**src/rtl/multi_pulse_gen_if.sv**
```systemverilog
// rtl/multi_pulse_gen_if.sv - register write bus feeding the multi-channel pulse generator
interface multi_pulse_gen_if #(
  parameter int ADDR_W = 32
);
  logic              wr;
  logic [ADDR_W-1:0] waddr;
  logic [31:0]       wdata;

  modport master (output wr, output waddr, output wdata);
  modport slave  (input  wr, input  waddr, input  wdata);
endinterface

```
**src/rtl/multi_pulse_gen.sv**
```systemverilog
// rtl/multi_pulse_gen.sv - NUM_CH register-triggered pulse burst generators with global STOP
// Optional per-channel done strobe output is enabled by defining PULSE_GEN_DONE_EN.
module multi_pulse_gen #(
  parameter int          NUM_CH    = 4,
  parameter int          CNT_W     = 32,
  parameter int          ADDR_W    = 32,
  parameter logic [31:0] BASE_ADDR = 32'h0000_0000
) (
  input  logic                clk,
  input  logic                rst_n,
  multi_pulse_gen_if.slave    bus,
  output logic [NUM_CH-1:0]   pulse,
  output logic [NUM_CH-1:0]   busy
`ifdef PULSE_GEN_DONE_EN
  ,
  output logic [NUM_CH-1:0]   done
`endif
);

  // One counter serves both the high length and the 16-bit gap.
  localparam int CW = (CNT_W > 16) ? CNT_W : 16;

  localparam logic [1:0] ST_IDLE = 2'd0;
  localparam logic [1:0] ST_HIGH = 2'd1;
  localparam logic [1:0] ST_GAP  = 2'd2;

  localparam logic [ADDR_W-1:0] STOP_ADDR = ADDR_W'(BASE_ADDR + 32'(8 * NUM_CH));

  logic              wr_q;
  logic [ADDR_W-1:0] waddr_q;
  logic [31:0]       wdata_q;

  always_ff @(posedge clk or negedge rst_n) begin
    if (!rst_n) begin
      wr_q    <= 1'b0;
      waddr_q <= '0;
      wdata_q <= '0;
    end else begin
      wr_q    <= bus.wr;
      waddr_q <= bus.waddr;
      wdata_q <= bus.wdata;
    end
  end

  logic stop_wr;
  assign stop_wr = wr_q && (waddr_q == STOP_ADDR);

  for (genvar i = 0; i < NUM_CH; i++) begin : g_ch
    localparam logic [ADDR_W-1:0] TRIG_ADDR = ADDR_W'(BASE_ADDR + 32'(8 * i));
    localparam logic [ADDR_W-1:0] CFG_ADDR  = ADDR_W'(BASE_ADDR + 32'(8 * i + 4));

    logic trig_hit;
    logic cfg_hit;
    logic stop_hit;

    assign trig_hit = wr_q && (waddr_q == TRIG_ADDR);
    assign cfg_hit  = wr_q && (waddr_q == CFG_ADDR);
    assign stop_hit = stop_wr && wdata_q[i];

    logic [1:0]       state;
    logic [CW-1:0]    cnt;
    logic [CNT_W-1:0] len_a;
    logic [15:0]      gap_a;
    logic [15:0]      rep_left;
    logic [15:0]      gap_sh;
    logic [15:0]      rep_sh;
    logic             pulse_r;
    logic             busy_r;
`ifdef PULSE_GEN_DONE_EN
    logic             done_r;
`endif

    // Shadow CFG is only sampled at trigger so a running burst is never disturbed.
    always_ff @(posedge clk or negedge rst_n) begin
      if (!rst_n) begin
        gap_sh <= '0;
        rep_sh <= '0;
      end else if (cfg_hit) begin
        gap_sh <= wdata_q[15:0];
        rep_sh <= wdata_q[31:16];
      end
    end

    always_ff @(posedge clk or negedge rst_n) begin
      if (!rst_n) begin
        state    <= ST_IDLE;
        cnt      <= '0;
        len_a    <= '0;
        gap_a    <= '0;
        rep_left <= '0;
        pulse_r  <= 1'b0;
        busy_r   <= 1'b0;
`ifdef PULSE_GEN_DONE_EN
        done_r   <= 1'b0;
`endif
      end else begin
`ifdef PULSE_GEN_DONE_EN
        done_r <= 1'b0;
`endif
        if (stop_hit) begin
          state   <= ST_IDLE;
          cnt     <= '0;
          pulse_r <= 1'b0;
          busy_r  <= 1'b0;
        end else if (trig_hit) begin
          state    <= ST_HIGH;
          len_a    <= wdata_q[CNT_W-1:0];
          cnt      <= CW'(wdata_q[CNT_W-1:0]);
          gap_a    <= gap_sh;
          rep_left <= rep_sh;
          pulse_r  <= 1'b1;
          busy_r   <= 1'b1;
        end else begin
          case (state)
            ST_HIGH: begin
              if (cnt != '0) begin
                cnt <= cnt - CW'(1);
              end else if (rep_left == 16'd0) begin
                state   <= ST_IDLE;
                pulse_r <= 1'b0;
                busy_r  <= 1'b0;
`ifdef PULSE_GEN_DONE_EN
                done_r  <= 1'b1;
`endif
              end else begin
                state    <= ST_GAP;
                cnt      <= CW'(gap_a);
                rep_left <= rep_left - 16'd1;
                pulse_r  <= 1'b0;
              end
            end
            ST_GAP: begin
              if (cnt != '0) begin
                cnt <= cnt - CW'(1);
              end else begin
                state   <= ST_HIGH;
                cnt     <= CW'(len_a);
                pulse_r <= 1'b1;
              end
            end
            default: begin
              state <= ST_IDLE;
            end
          endcase
        end
      end
    end

    assign pulse[i] = pulse_r;
    assign busy[i]  = busy_r;
`ifdef PULSE_GEN_DONE_EN
    assign done[i]  = done_r;
`endif
  end

endmodule

```
**src/flat_wrapper.sv**
```systemverilog
// flat-port wrapper written by rule: the top's interface ports become plain ports
module multi_pulse_gen_flat 
#(
  parameter int          NUM_CH    = 4,
  parameter int          CNT_W     = 32,
  parameter int          ADDR_W    = 32,
  parameter logic [31:0] BASE_ADDR = 32'h0000_0000
)
  (clk, rst_n, pulse, busy, bus_wr, bus_waddr, bus_wdata);
  multi_pulse_gen_if #(.ADDR_W(ADDR_W)) bus_i ();
  input  logic clk;
  input  logic rst_n;
  output logic [NUM_CH-1:0] pulse;
  output logic [NUM_CH-1:0] busy;
  input wire logic [$bits(bus_i.wr)-1:0] bus_wr;
  input wire logic [$bits(bus_i.waddr)-1:0] bus_waddr;
  input wire logic [$bits(bus_i.wdata)-1:0] bus_wdata;
  assign bus_i.wr = bus_wr;
  assign bus_i.waddr = bus_waddr;
  assign bus_i.wdata = bus_wdata;
  multi_pulse_gen #(.NUM_CH(NUM_CH), .CNT_W(CNT_W), .ADDR_W(ADDR_W), .BASE_ADDR(BASE_ADDR)) u_core (.clk(clk), .rst_n(rst_n), .bus(bus_i), .pulse(pulse), .busy(busy));
endmodule
```
**config.mk**
```make
export PLATFORM = sky130hd
export DESIGN_NAME = multi_pulse_gen_flat
export DESIGN_NICKNAME = d
export VERILOG_FILES = /design/src/rtl/multi_pulse_gen_if.sv /design/src/rtl/multi_pulse_gen.sv /design/src/flat_wrapper.sv
export SDC_FILE = /design/constraint.sdc
export NUM_CORES = 1
export LEC_CHECK = 0
export BUFFER_PORTS_ARGS = -buffer_cell sky130_fd_sc_hd__buf_2
export CORE_MARGIN = 2
export CORE_UTILIZATION = 44
export DETAILED_ROUTE_END_ITERATION = 10
export MAX_ROUTING_LAYER = met4
export SETUP_SLACK_MARGIN = 0.3
export SKIP_CTS_REPAIR_TIMING = 1
export SLEW_MARGIN = 20
export SYNTH_ARGS = -nofsm -noshare
export SYNTH_HDL_FRONTEND = slang
export SYNTH_SLANG_ARGS = --single-unit
```
**constraint.sdc**
```tcl
create_clock -name clk -period 4.2 [get_ports clk]
set_clock_uncertainty 0.15 [all_clocks]
set_input_delay 0.21 -clock clk [delete_from_list [all_inputs] [get_ports clk]]
set_output_delay 0.21 -clock clk [all_outputs]
set_load 0.02 [all_outputs]
```
Word level (Yosys, flattened, before mapping)
Index checks and enable logic that the tools add are counted.
Widths: inputs -> output; s select.
{ "word_totals": {"regBits": 593, "inputBits": 67, "out_inout_bits": 8, "word_cells": 257} }
{ "op_classes": {"add_sub_neg": 8, "eq_ne": 40, "mux": 104, "bitwise_logic": 4, "reduce_logical": 62} }
{ "ops": {"columns": ["cell", "count"], "rows": [
  ["$mux 32", 20],
  ["$mux 16", 16],
  ["$pmux 32 s2", 4],
  ["$eq 32x5->1 const B", 4],
  ["$reduce_bool 32->1", 4],
  ["$sub 32x1->32 const B", 4],
  ["$eq 32x4->1 const B", 2],
  ["$logic_not 16->1", 4],
  ["$sub 16x1->16 const B", 4],
  ["$mux 2", 20],
  ["$mux 1", 36],
  ["$eq 32x3->1 const B", 1],
  ["$eq 32x6->1 const B", 1],
  ["$logic_not 32->1", 1],
  ["$ne 4x2->1 const B", 8],
  ["$reduce_and 2->1", 12],
  ["$reduce_and 3->1", 8],
  ["$reduce_bool 3->1", 8],
  ["$ne 5x2->1 const B", 4],
  ["$ne 2x1->1 const B", 8],
  ["$pmux 2 s2", 4],
  ["$reduce_and 4->1", 4],
  ["$reduce_bool 4->1", 4],
  ["$logic_and 1x1->1", 13],
  ["6 further kinds", 24]
]} }

Longest topological paths before layout
Gate-level depths: netlist (run 1).
{ "logic_depth": {"ltp_word": 6, "mapped_depth": 13, "ltp_nobuf": 9} }

Least setup slack after synthesis (run 1)
No wires, ideal clock.
{ "synth_path": {"path_type": "flip-flop to flip-flop", "start": "reg u_core.g_ch[3].cnt[15]", "end": "reg u_core.g_ch[3].rep_left[10]", "setup_ns": 0.141, "t_arrival_ns": 2.522, "t_required_ns": 3.909, "slack_ns": 1.387, "path_stages_with_launch": 10, "n_path_buf": 2, "period_less_slack_ns": 2.813, "cell_sequence": "dfrtp_1 -> or4_1 -> or3_1 -> buf_2 -> nor4_2 -> and2b_1 -> buf_4 -> nand2_1 -> o311ai_0 -> nand3_1"} }
{ "synth_via": {"elab_chain_cells": 3} }
{ "synth_rtl": {"columns": ["element", "line_no", "rtl"], "rows": [
  ["start, declared", "multi_pulse_gen.sv:61", "logic [CW-1:0] cnt;"],
  ["start signal, assigned", "multi_pulse_gen.sv:108", "cnt <= CW'(wdata_q[CNT_W-1:0]);"],
  ["start signal, assigned", "multi_pulse_gen.sv:117", "cnt <= cnt - CW'(1);"],
  ["start signal, assigned", "multi_pulse_gen.sv:127", "cnt <= CW'(gap_a);"],
  ["$reduce_bool 32->1", "multi_pulse_gen.sv:116", "if (cnt != '0) begin"],
  ["$ne 2x1->1 (no source line)", null, null],
  ["$reduce_and 4->1 (no source line)", null, null],
  ["end signal, assigned", "multi_pulse_gen.sv:110", "rep_left <= rep_sh;"],
  ["end signal, assigned", "multi_pulse_gen.sv:128", "rep_left <= rep_left - 16'd1;"],
  ["end, declared", "multi_pulse_gen.sv:64", "logic [15:0] rep_left;"]
]} }
No other way between the ends.
A chain may end at the register's enable or synchronous reset.

Worst setup path in the final report (run 1)
{ "layout_path": {"start": "reg u_core.g_ch[2].cnt[2]", "end": "reg u_core.g_ch[2].rep_left[8]"} }
{ "layout_via": {"elab_chain_cells": 3} }
{ "layout_rtl": {"columns": ["element", "line_no"], "rows": [
  ["start, declared", "multi_pulse_gen.sv:61"],
  ["start signal, assigned", "multi_pulse_gen.sv:108"],
  ["start signal, assigned", "multi_pulse_gen.sv:117"],
  ["start signal, assigned", "multi_pulse_gen.sv:127"],
  ["$reduce_bool 32->1", "multi_pulse_gen.sv:116"],
  ["$ne 2x1->1 (no source line)", null],
  ["$reduce_and 4->1 (no source line)", null],
  ["end signal, assigned", "multi_pulse_gen.sv:110"],
  ["end signal, assigned", "multi_pulse_gen.sv:128"],
  ["end, declared", "multi_pulse_gen.sv:64"]
]} }
No other way between the ends.

==> results.yml, run 1 <==
run_status:
  status: "complete, no violations"
global_routing:
  grt_antenna_before_repair: 7
  grt_pass1_vias: 23100
  grt_max_degree: 118
  grt_pass1_wl_um: 133000
  grt_overflow: 0
  grt_use_total_pct: 26.1
worst_setup_path:
  crit_type: "register to register"
  rr_worst_depth: 7
  timing.rr.end: "u_core.g_ch[2].rep_left[8]"
  worstPathArrival_ns: 3.76
  crit_fanout: 11
  required_ns: 4.49
  crit_path_end_kind: "register"
  start_kind: "register"
  timing.rr.start: "u_core.g_ch[2].cnt[2]"
  rrSetupSlack_ns: 0.73
sta:
  setup_tns_ns: 0
  hold_viol_final: 0
  rsz0062_at_grt: "no"
  fmax_mhz: 288
  worst_pin_slew_ns: 1.15
  setup_violations: 0
  max_slew_margin_pct: 23.6
  min_period_over_period_pct: 82.5
  fin_crit_ns: 3.47
  drv_slew: 0
routing:
  avgRoutedWirePerCell_um: 20.9
  wl_um: 84600
  drt_iter0_markers: 2079
  vias_per_cell: 5.75
  dr.pass1.iters: 6
  antenna_left: 0
  drc: 0
  vias: 23300
layout:
  final_util_pct: 51.2
  sequential_cell_area_um2: 14800
  diodes: 0
  design_area_um2: 33000
  drive_above_1_share_pct: 14.0
  area_delta_synth_final_pct: 15.0
  fill_cells: 5916
  multi_input_area_um2: 12900
  nNetsFinal: 3231
yosys:
  ys_seq_area_share_pct: 51.7
  avgSynthCellArea_um2: 9.38
  synth-simple-area-share_pct: 21.8
  synth_commonest_cells: "nand2_1 (744), dfrtp_1 (593), nor2_1 (234)"
  synth_compound_area_share_pct: 11.5
  yosys.area_share.xor_xnor_pct: 3.72
  synth_area_um2: 28700
  synthCells: 3058
  synth_flop_cell: "dfrtp_1"
  async_reset_ff_share_pct: 100
  yosysTopAreaCell: "dfrtp_1"
  synth_top_family_by_area: "simple AND/OR/NAND/NOR gates"
  synth_edf_count: 0
  synth_nets: 3145
  ys_warn_count: 0
  synthAdderAreaFrac_pct: 0.872
  synth_cell_types: 79
  synth_top_area_share_pct: 51.7
  synth.area.top_cells: "dfrtp_1 (52%), nand2_1 (9.7%), mux2_2 (5.1%)"
  synth_most_common_cell: "nand2_1"
  muxShareOfSynthArea_pct: 6.89
  synth-seq-cells: 593
placed_design:
  hpwl_um: 53100
  place_area_um2: 30000
  place_congestion: 0.894
  port_buffers: 74
clocking:
  cts_tree: "built"
  cts.sinks: 593
  cts.reportedPaths.clkPinSlew_ns: 0.06
  worstSkewPairLatency_ns: 0.62
  ctsRootBufferMaster: "clkbuf_16"
  clockBufferDepth: 3
  htree_levels: 3
  cts_made_buffers: 69
floorplan:
  dieArea_um2: 67300
  io_pins: 75
  start_util_pct: 44.5
  chipWidth_um: 259
  rows: 93
  chipHeight_um: 259
  core_um2: 64500
worst_hold_path:
  holdPathEnd: "u_core.wdata_q[21]"
  whs_path_depth: 2
  min_from: "bus_wdata[21]"
  hp-class: "input pin to register"
power:
  leakage_nw: 16.2
  finalPower_w: 0.0122
  vdd_drop_max_mv: 0.304
  power_density_nw_per_um2: 370
flow_run:
  maxCapViolations: 0
==> report_power, final <==
part           internal (W)  switching, W
registers           0.00574      0.000116
logic             0.0000897      0.000170
clock network       0.00362       0.00248
==> cell families (layout without fill, tap and decap cells) <==
group | Yosys count | after routing
fa+ha+maj | 20 | 20
simple gates | 1366 | 1366
xor+xnor | 122 | 122
compound gates | 536 | 536
mux | 181 | 181
flops | 593 | 593
buf+inv | 240 | 379
==> critical path, cell delays in order (launching register included) <==
cell and delay (ns):
dfrtp_1 0.46, nor4_4 0.54, and4_1 0.47, and4_1 0.43, nand4bb_1 0.50, or3_1 0.51
xor2_1 0.14, a21oi_1 0.08
==> cell usage in the layout (no fill, tap or decap), types with 36 or more instances in the layout <==
master	Yosys	layout
a211oi_1	44	44
a21oi_1	180	180
buf_2	24	73
buf_4	19	72
clkbuf_16	0	69
dfrtp_1	593	593
dlygate4sd3_1	0	66
inv_1	36	36
mux2_2	131	131
mux2i_1	49	49
nand2_1	744	742
nand3_1	56	55
nor2_1	234	233
nor3_1	72	65
nor4_1	55	54
o21ai_0	148	148
xnor2_1	62	62
xor2_1	60	60
==> state kept, by name, summed over array words and instances (netlist names) <==
name and flops:
u_core.g_ch.len_a 128, u_core.g_ch.rep_left 64, u_core.g_ch.gap_sh 64, u_core.g_ch.cnt 128, u_core.g_ch.rep_sh 64, u_core.waddr_q 32, u_core.g_ch.state 8, u_core.wr_q 1
u_core.g_ch.busy_r 4, u_core.g_ch.gap_a 64, u_core.wdata_q 32, u_core.g_ch.pulse_r 4
==> final cells by class <==
class	count	area share [%]
well taps	855	3.24
clock inverters	20	0.811
multi-input cells	2225	39.2
repair buffers	219	5.22
inverters	36	0.409
clock buffers	104	6.18
flip-flops and latches	593	45.0
==> per-stage QoR <==
step                      setup WS [ns]  instances  hold slack, ns
after floorplan                    1.39       3058          -0.236
after global routing              0.411       4052          0.0581
after CTS                         0.732       3986          -0.490
after global placement            0.810       3862           0.168
after detailed placement          0.748       3862           0.169
final                             0.733       4052          0.0730
==> layer usage <==
metal / routed length [um] / GRT usage (%) / up-vias
li1: - / - / 10700
met1: 38100 / 35.4 / 11700
met2: 39100 / 40.4 / 714
met3: 4820 / 3.71 / 162
met4: 2580 / 8.78 / 0
met5: 0 / - / -
==> worst max-delay path by stage <==
stage                                              to  cells after the start  slack [ns]              startpoint
after global routing       u_core.g_ch[1].rep_left[6]                      7        0.41  u_core.g_ch[1].cnt[27]
after global placement         u_core.g_ch[3].cnt[19]                      8        0.81  u_core.g_ch[3].cnt[13]
final                      u_core.g_ch[2].rep_left[8]                      7        0.73   u_core.g_ch[2].cnt[2]
after CTS                      u_core.g_ch[3].cnt[19]                      8        0.73  u_core.g_ch[3].cnt[15]
after detailed placement       u_core.g_ch[3].cnt[19]                      8        0.75  u_core.g_ch[3].cnt[13]
after floorplan           u_core.g_ch[3].rep_left[10]                      9        1.39  u_core.g_ch[3].cnt[15]
No activity file was read; power rests on OpenSTA's default activity.
==> run 2: changes to the inputs <==
Clock period 4.2 ns to 2.81 ns, I/O delays scaled along.
==> run 2 against run 1 <==
Compared with the run above: the run now ends with negative setup slack left; maximum frequency rose by 21%; combinational power increased by 67%; setup slack got worse by 0.79 ns; critical path depth increased by 3; worst hold slack worse by 0.061 ns; design area is 15% higher; die area unchanged; critical path type unchanged; largest cell class is now multi-input combinational cells; largest power group unchanged; highest routed layer unchanged.
==> results.yml, run 2 (synthesis results as in run 1) <==
clocking:
  cts.sinks: 593
  ctsRootBufferMaster: "clkbuf_16"
  cts_tree: "built"
  clockBufferDepth: 3
  htree_levels: 3
  cts.reportedPaths.clkPinSlew_ns: 0.06
  worstSkewPairLatency_ns: 0.61
  cts_made_buffers: 68
routing:
  drt_iter0_markers: 1896
  drc: 0
  vias: 24800
  dr.pass1.iters: 6
  wl_um: 93900
  vias_per_cell: 5.71
  avgRoutedWirePerCell_um: 21.6
  antenna_left: 0
sta:
  hold_slack_ns: 0.0120
  setup_slack_ns: -0.0587
  drv_slew: 0
  min_period_over_period_pct: 102
  hold_viol_final: 0
  fin_crit_ns: 2.87
  rsz0062_at_grt: "yes"
  fmax_mhz: 349
  worst_pin_slew_ns: 1.23
  setup_violations: 15
  max_slew_margin_pct: 17.4
worst_setup_path:
  start_kind: "register"
  crit_path_end_kind: "register"
  worstPathCellList: "or4_4 -> or3_4 -> nor4_4 -> and4_4 -> o21a_4 -> buf_12 -> buf_12 -> buf_6 -> nand2_2 -> o21ai_1"
  critPathBufInv: 3
  worst_path_max_delay_cell: "or4_4"
  crit_fanout: 7
  crit_top_cell: "buf_12"
  slowest_delay_ns: 0.56
  worstPathArrival_ns: 3.26
  crit_type: "register to register"
  crit_family: "simple AND/OR/NAND/NOR gates"
  worstSetupPathDepth: 10
  required_ns: 3.20
  rr_worst_depth: 10
global_routing:
  grt_overflow: 0
  grt_pass1_vias: 23700
  grt_max_degree: 97
  grt_pass1_wl_um: 137000
  use_met1_pct: 35.9
  grt_antenna_before_repair: 5
  grt_util_met3_pct: 4.34
  met2_usage_pct: 42.6
  grt_most_used_layer: "met2"
  grt_use_total_pct: 26.9
layout:
  layout_common_cells: "nand2_1 (718), dfrtp_1 (591), buf_4 (237), nor2_1 (181), a21oi_1 (152)"
  design_area_um2: 38100
  top_regs: "u_core.g_ch.cnt (128), u_core.g_ch.len_a (128)"
  nNetsFinal: 3522
  drive_above_1_share_pct: 29.3
  fill_cells: 5394
  layout_commonest_cell: "nand2_1"
  area_delta_synth_final_pct: 32.8
  layout.cells.non_filler: 4346
power:
  power.internal_w: 0.0141
  vdd_drop_max_mv: 0.522
  power_frac_clock_pct: 49.7
  power_density_nw_per_um2: 480
  pwr-share-seq_pct: 47.9
  p_sw_share_pct: 22.8
  leakage_nw: 18.4
  power_frac_comb_pct: 2.4
  netSwitchingPower_w: 0.00417
  finalPower_w: 0.0183
run_status:
  status: "complete, but fails checks"
  violations: "negative setup slack"
flow_run:
  maxCapViolations: 0
placed_design:
  port_buffers: 74
  dp_cells: 4023
  dp_slack_ns: -0.309
  place_congestion: 0.931
  place_area_um2: 32000
  hpwl_um: 57900
worst_hold_path:
  whs_path_depth: 2
  hp-class: "input pin to register"
floorplan:
  chipWidth_um: 259
  io_pins: 75
  dieArea_um2: 67300
  core_um2: 64500
  rows: 93
  chipHeight_um: 259
  start_util_pct: 44.5
[run 2: final cells by class]
class / count / area, um2 / area share [%]
inverters: 36 / 135 / 0.355
diodes: 3 / 7.51 / 0.0197
repair buffers: 505 / 4900 / 12.9
clock inverters: 27 / 305 / 0.801
clock buffers: 96 / 1970 / 5.17
flip-flops and latches: 593 / 14800 / 39.0
well taps: 855 / 1070 / 2.81
multi-input cells: 2231 / 14900 / 39.0
[run 2: per-stage QoR]
step / utilization [%] / setup TNS (ns)
after global routing: 59.1 / -3.56
after detailed placement: 49.6 / -4.23
after CTS: 53.1 / -5.18
final: 59.1 / -0.277
after global placement: 49.6 / -3.35
after floorplan: - / 0
[run 2: worst register-to-register path, delay by kind of cell, from the launching register on]
family	cells	cell delay, ns
DFF	1	0.39
AOI/OAI and AO/OA	2	0.25
buffers and inverters	3	0.35
and+or+nand+nor	5	1.66
[run 2: layer usage]
metal | wire, um | vias up
met2 | 44900 | 807
li1 | - | 11400
met4 | 2760 | 0
met1 | 40500 | 12500
met5 | 0 | -
met3 | 5690 | 170
[run 2: power by group through the flow]
stage	logic (W)	registers [W]	clock network (W)
global route	0.000481	0.00876	0.00961
finish	0.000434	0.00877	0.00909
global placement	0.000347	0.00891	0
detailed placement	0.000350	0.00891	0
CTS	0.000352	0.00876	0.00925
floorplan	0.0000745	0.00877	0
[run 2: worst paths after layout]
kind / from / endpoint / slack (ns)
worst max-delay path: u_core.g_ch[3].cnt[15] / u_core.g_ch[3].cnt[2] / -0.06
worst min-delay path: bus_wdata[15] / u_core.wdata_q[15] / 0.01
worst max register to register: u_core.g_ch[3].cnt[15] / u_core.g_ch[3].cnt[2] / -0.06
worst min register to register: u_core.g_ch[2].gap_a[1] / u_core.g_ch[2].gap_a[1] / 0.31
max in group asynchronous: rst_n / u_core.g_ch[0].cnt[2] / 1.88
min in group asynchronous: rst_n / u_core.g_ch[1].cnt[8] / 0.08
==> run 3: changes to the inputs <==
Settings changed: ABC_AREA from default to 1, REMOVE_ABC_BUFFERS from default to 1.
==> run 3 against run 2 <==
Compared with the run above: the run ends with negative hold slack left; count of clock-buffer cells in the layout up 1; maximum frequency up 18%; design area down 3.8%; combinational power up 25%; sequential share of layout area up 1.5 points; sequential power down 0.8%; first-iteration DRC count up 35%; critical path depth up 3; highest routed layer unchanged; worst hold slack worse by 0.013 ns; critical endpoint is now u_core.g_ch[3].cnt[17]; clock power up 2%; wire length up 10%.
==> results.yml, run 3 <==
floorplan:
  chipWidth_um: 271
  core_um2: 70100
  chipHeight_um: 271
  io_pins: 75
  start_util_pct: 44.6
  rows: 97
  dieArea_um2: 73200
global_routing:
  grt_pass1_wl_um: 159000
  grt_antenna_before_repair: 9
  grt_pass1_vias: 26300
  grt_use_total_pct: 28.8
  grt_overflow: 0
  grt_max_degree: 75
run_status:
  violations: "negative hold slack"
  status: "complete, but fails checks"
routing:
  drt_iter0_markers: 2569
  highest_layer: "met4"
  vias: 28400
  wl_met2_um: 47800
  avgRoutedWirePerCell_um: 19.1
  drc: 0
  wl_um: 104000
  met3_length_um: 6530
  dr.pass1.iters: 5
  vias_per_cell: 5.23
  m1WireLength_um: 46600
  antenna_left: 0
worst_setup_path:
  rrSetupSlack_ns: 0.38
  timing.rr.end: "u_core.g_ch[3].cnt[17]"
  crit_top_cell: "nand2_1"
  crit_family: "simple AND/OR/NAND/NOR gates"
  worst_path_max_delay_cell: "dfrtp_1"
  crit_path_end_kind: "register"
  required_ns: 3.15
  start_kind: "register"
  critPathBufInv: 2
  rr_worst_depth: 13
  worstPathCellList: "nor2_1 -> nand2_2 -> nor2_8 -> nand2_1 -> nor2_4 -> nand3_4 -> nand2_2 -> inv_2 -> buf_4 -> nand2_1 -> nand2_1 -> nand2_1 -> o21ai_0"
  slowest_delay_ns: 0.37
  worstPathArrival_ns: 2.77
  crit_fanout: 37
  crit_type: "register to register"
  timing.rr.start: "u_core.waddr_q[11]"
yosys:
  synth_top_family_by_area: "simple AND/OR/NAND/NOR gates"
  synth_cell_types: 44
  synth.area.top_cells: "dfrtp_1 (47%), nand2_1 (19%), nor2_1 (5.7%)"
  synth_flop_cell: "dfrtp_1"
  avgSynthCellArea_um2: 7.39
  synth_commonest_cells: "nand2_1 (1594), dfrtp_1 (593), nor2_1 (475)"
  yosys.area_share.xor_xnor_pct: 2.74
  synthAdderAreaFrac_pct: 0.800
  synth-simple-area-share_pct: 33.5
  synth_most_common_cell: "nand2_1"
  ys_warn_count: 0
  synth-seq-cells: 593
  muxShareOfSynthArea_pct: 0.480
  synth_compound_area_share_pct: 8.55
  synth_top_area_share_pct: 47.5
  ys_seq_area_share_pct: 47.5
  async_reset_ff_share_pct: 100
  synth_area_um2: 31300
  yosysTopAreaCell: "dfrtp_1"
  synthCells: 4230
  synth_edf_count: 0
flow_run:
  maxCapViolations: 0
worst_hold_path:
  whs_path_depth: 2
  holdPathEnd: "u_core.wdata_q[23]"
  min_from: "bus_wdata[23]"
  hp-class: "input pin to register"
layout:
  top_regs: "u_core.g_ch.cnt (128), u_core.g_ch.len_a (128)"
  drive_above_1_share_pct: 10.4
  area_delta_synth_final_pct: 17.2
  layout_commonest_cell: "nand2_1"
  layout.cells.non_filler: 5433
  fill_cells: 6970
  nNetsFinal: 4523
  layout_common_cells: "nand2_1 (1586), dfrtp_1 (593), nor2_1 (466), o21ai_0 (325), nand3_1 (308)"
clocking:
  cts_made_buffers: 70
  ctsRootBufferMaster: "clkbuf_16"
  htree_levels: 3
  clockBufferDepth: 3
  cts.sinks: 593
  worstSkewPairLatency_ns: 0.63
  cts.reportedPaths.clkPinSlew_ns: 0.06
  cts_tree: "built"
sta:
  fin_crit_ns: 2.43
  fmax_mhz: 411
  max_slew_margin_pct: 45.1
  rsz0062_at_grt: "yes"
  worst_pin_slew_ns: 0.824
  min_period_over_period_pct: 86.6
  hold_slack_ns: -0.000719
  drv_slew: 0
  setup_violations: 0
  hold_viol_final: 2
placed_design:
  place_congestion: 0.955
  hpwl_um: 72800
  port_buffers: 74
  dp_cells: 5198
power:
  finalPower_w: 0.0185
  vdd_drop_max_mv: 0.493
  leakage_nw: 19.8
  power_density_nw_per_um2: 505
==> run 3: changes by cell type after synthesis, moves of 45 or more <==
cell      before   now
nand3_1       56   313
o21ai_0      148   325
nand2_1      744  1594
nor2_1       234   475
mux2_2       131     0
inv_1         36   275
clkbuf_1     147    67
o21ai_1        2    47
a21oi_1      180    63
nor4_1        55     1
nor3_1        72    20
==> run 3: cells by family (layout without fill, tap and decap cells) <==
family / after synthesis / in the layout
AND/OR/NAND/NOR: 2540 / 2540
flip-flops: 593 / 593
AO/OA/AOI/OAI: 500 / 500
buffers and inverters: 464 / 726
XOR/XNOR: 98 / 98
adder cells (fa/ha/maj): 20 / 20
multiplexers: 15 / 15
other: 0 / 1
==> run 3: final cells by class <==
class | instances | area, um2 | area share (%)
Multi-Input combinational cell | 3173 | 14600 | 39.8
Tap cell | 940 | 1180 | 3.21
Sequential cell | 593 | 14800 | 40.5
Inverter | 296 | 1130 | 3.09
Antenna cell | 1 | 2.50 | 0.00683
Clock inverter | 31 | 324 | 0.884
Clock buffer | 97 | 2000 | 5.47
Timing Repair Buffer | 302 | 2580 | 7.05
==> run 3: worst max-delay path by stage <==
stage                     slack [ns]                     end          startpoint  cells after the start
after floorplan                -0.68   u_core.g_ch[1].cnt[8]  u_core.waddr_q[15]                     12
after global placement          0.23  u_core.g_ch[0].cnt[21]  u_core.waddr_q[15]                     13
after detailed placement        0.21  u_core.g_ch[0].cnt[21]   u_core.waddr_q[7]                     13
after CTS                       0.19  u_core.g_ch[0].cnt[21]   u_core.waddr_q[7]                     13
after global routing            0.22  u_core.g_ch[2].cnt[12]  u_core.waddr_q[11]                     13
final                           0.38  u_core.g_ch[3].cnt[17]  u_core.waddr_q[11]                     13
==> run 3: routing by layer <==
layer / vias up / global-route usage, %
met3: 149 / 4.11
met1: 13600 / 39.9
met5: - / -
met2: 819 / 44.4
li1: 13800 / -
met4: 0 / 7.65
==> run 3: per-stage QoR <==
step                cell area [um2]  hold slack (ns)  utilization (%)  setup WS, ns  setup TNS, ns
floorplan                     30400           -0.305                -        -0.675         -45.87
global placement              33000          -0.0488             47.1         0.233              0
detailed placement            33000          -0.0398             47.1         0.207              0
CTS                           35300           -0.706             50.4         0.188              0
global route                  36600          0.00433             52.2         0.222              0
finish                        36600        -0.000719             52.2         0.377              0
==> run 3: power breakdown <==
group          internal [W]  total (W)  switching [W]
logic              0.000168   0.000543       0.000374
clock network       0.00541    0.00926        0.00386
registers           0.00859    0.00870       0.000109
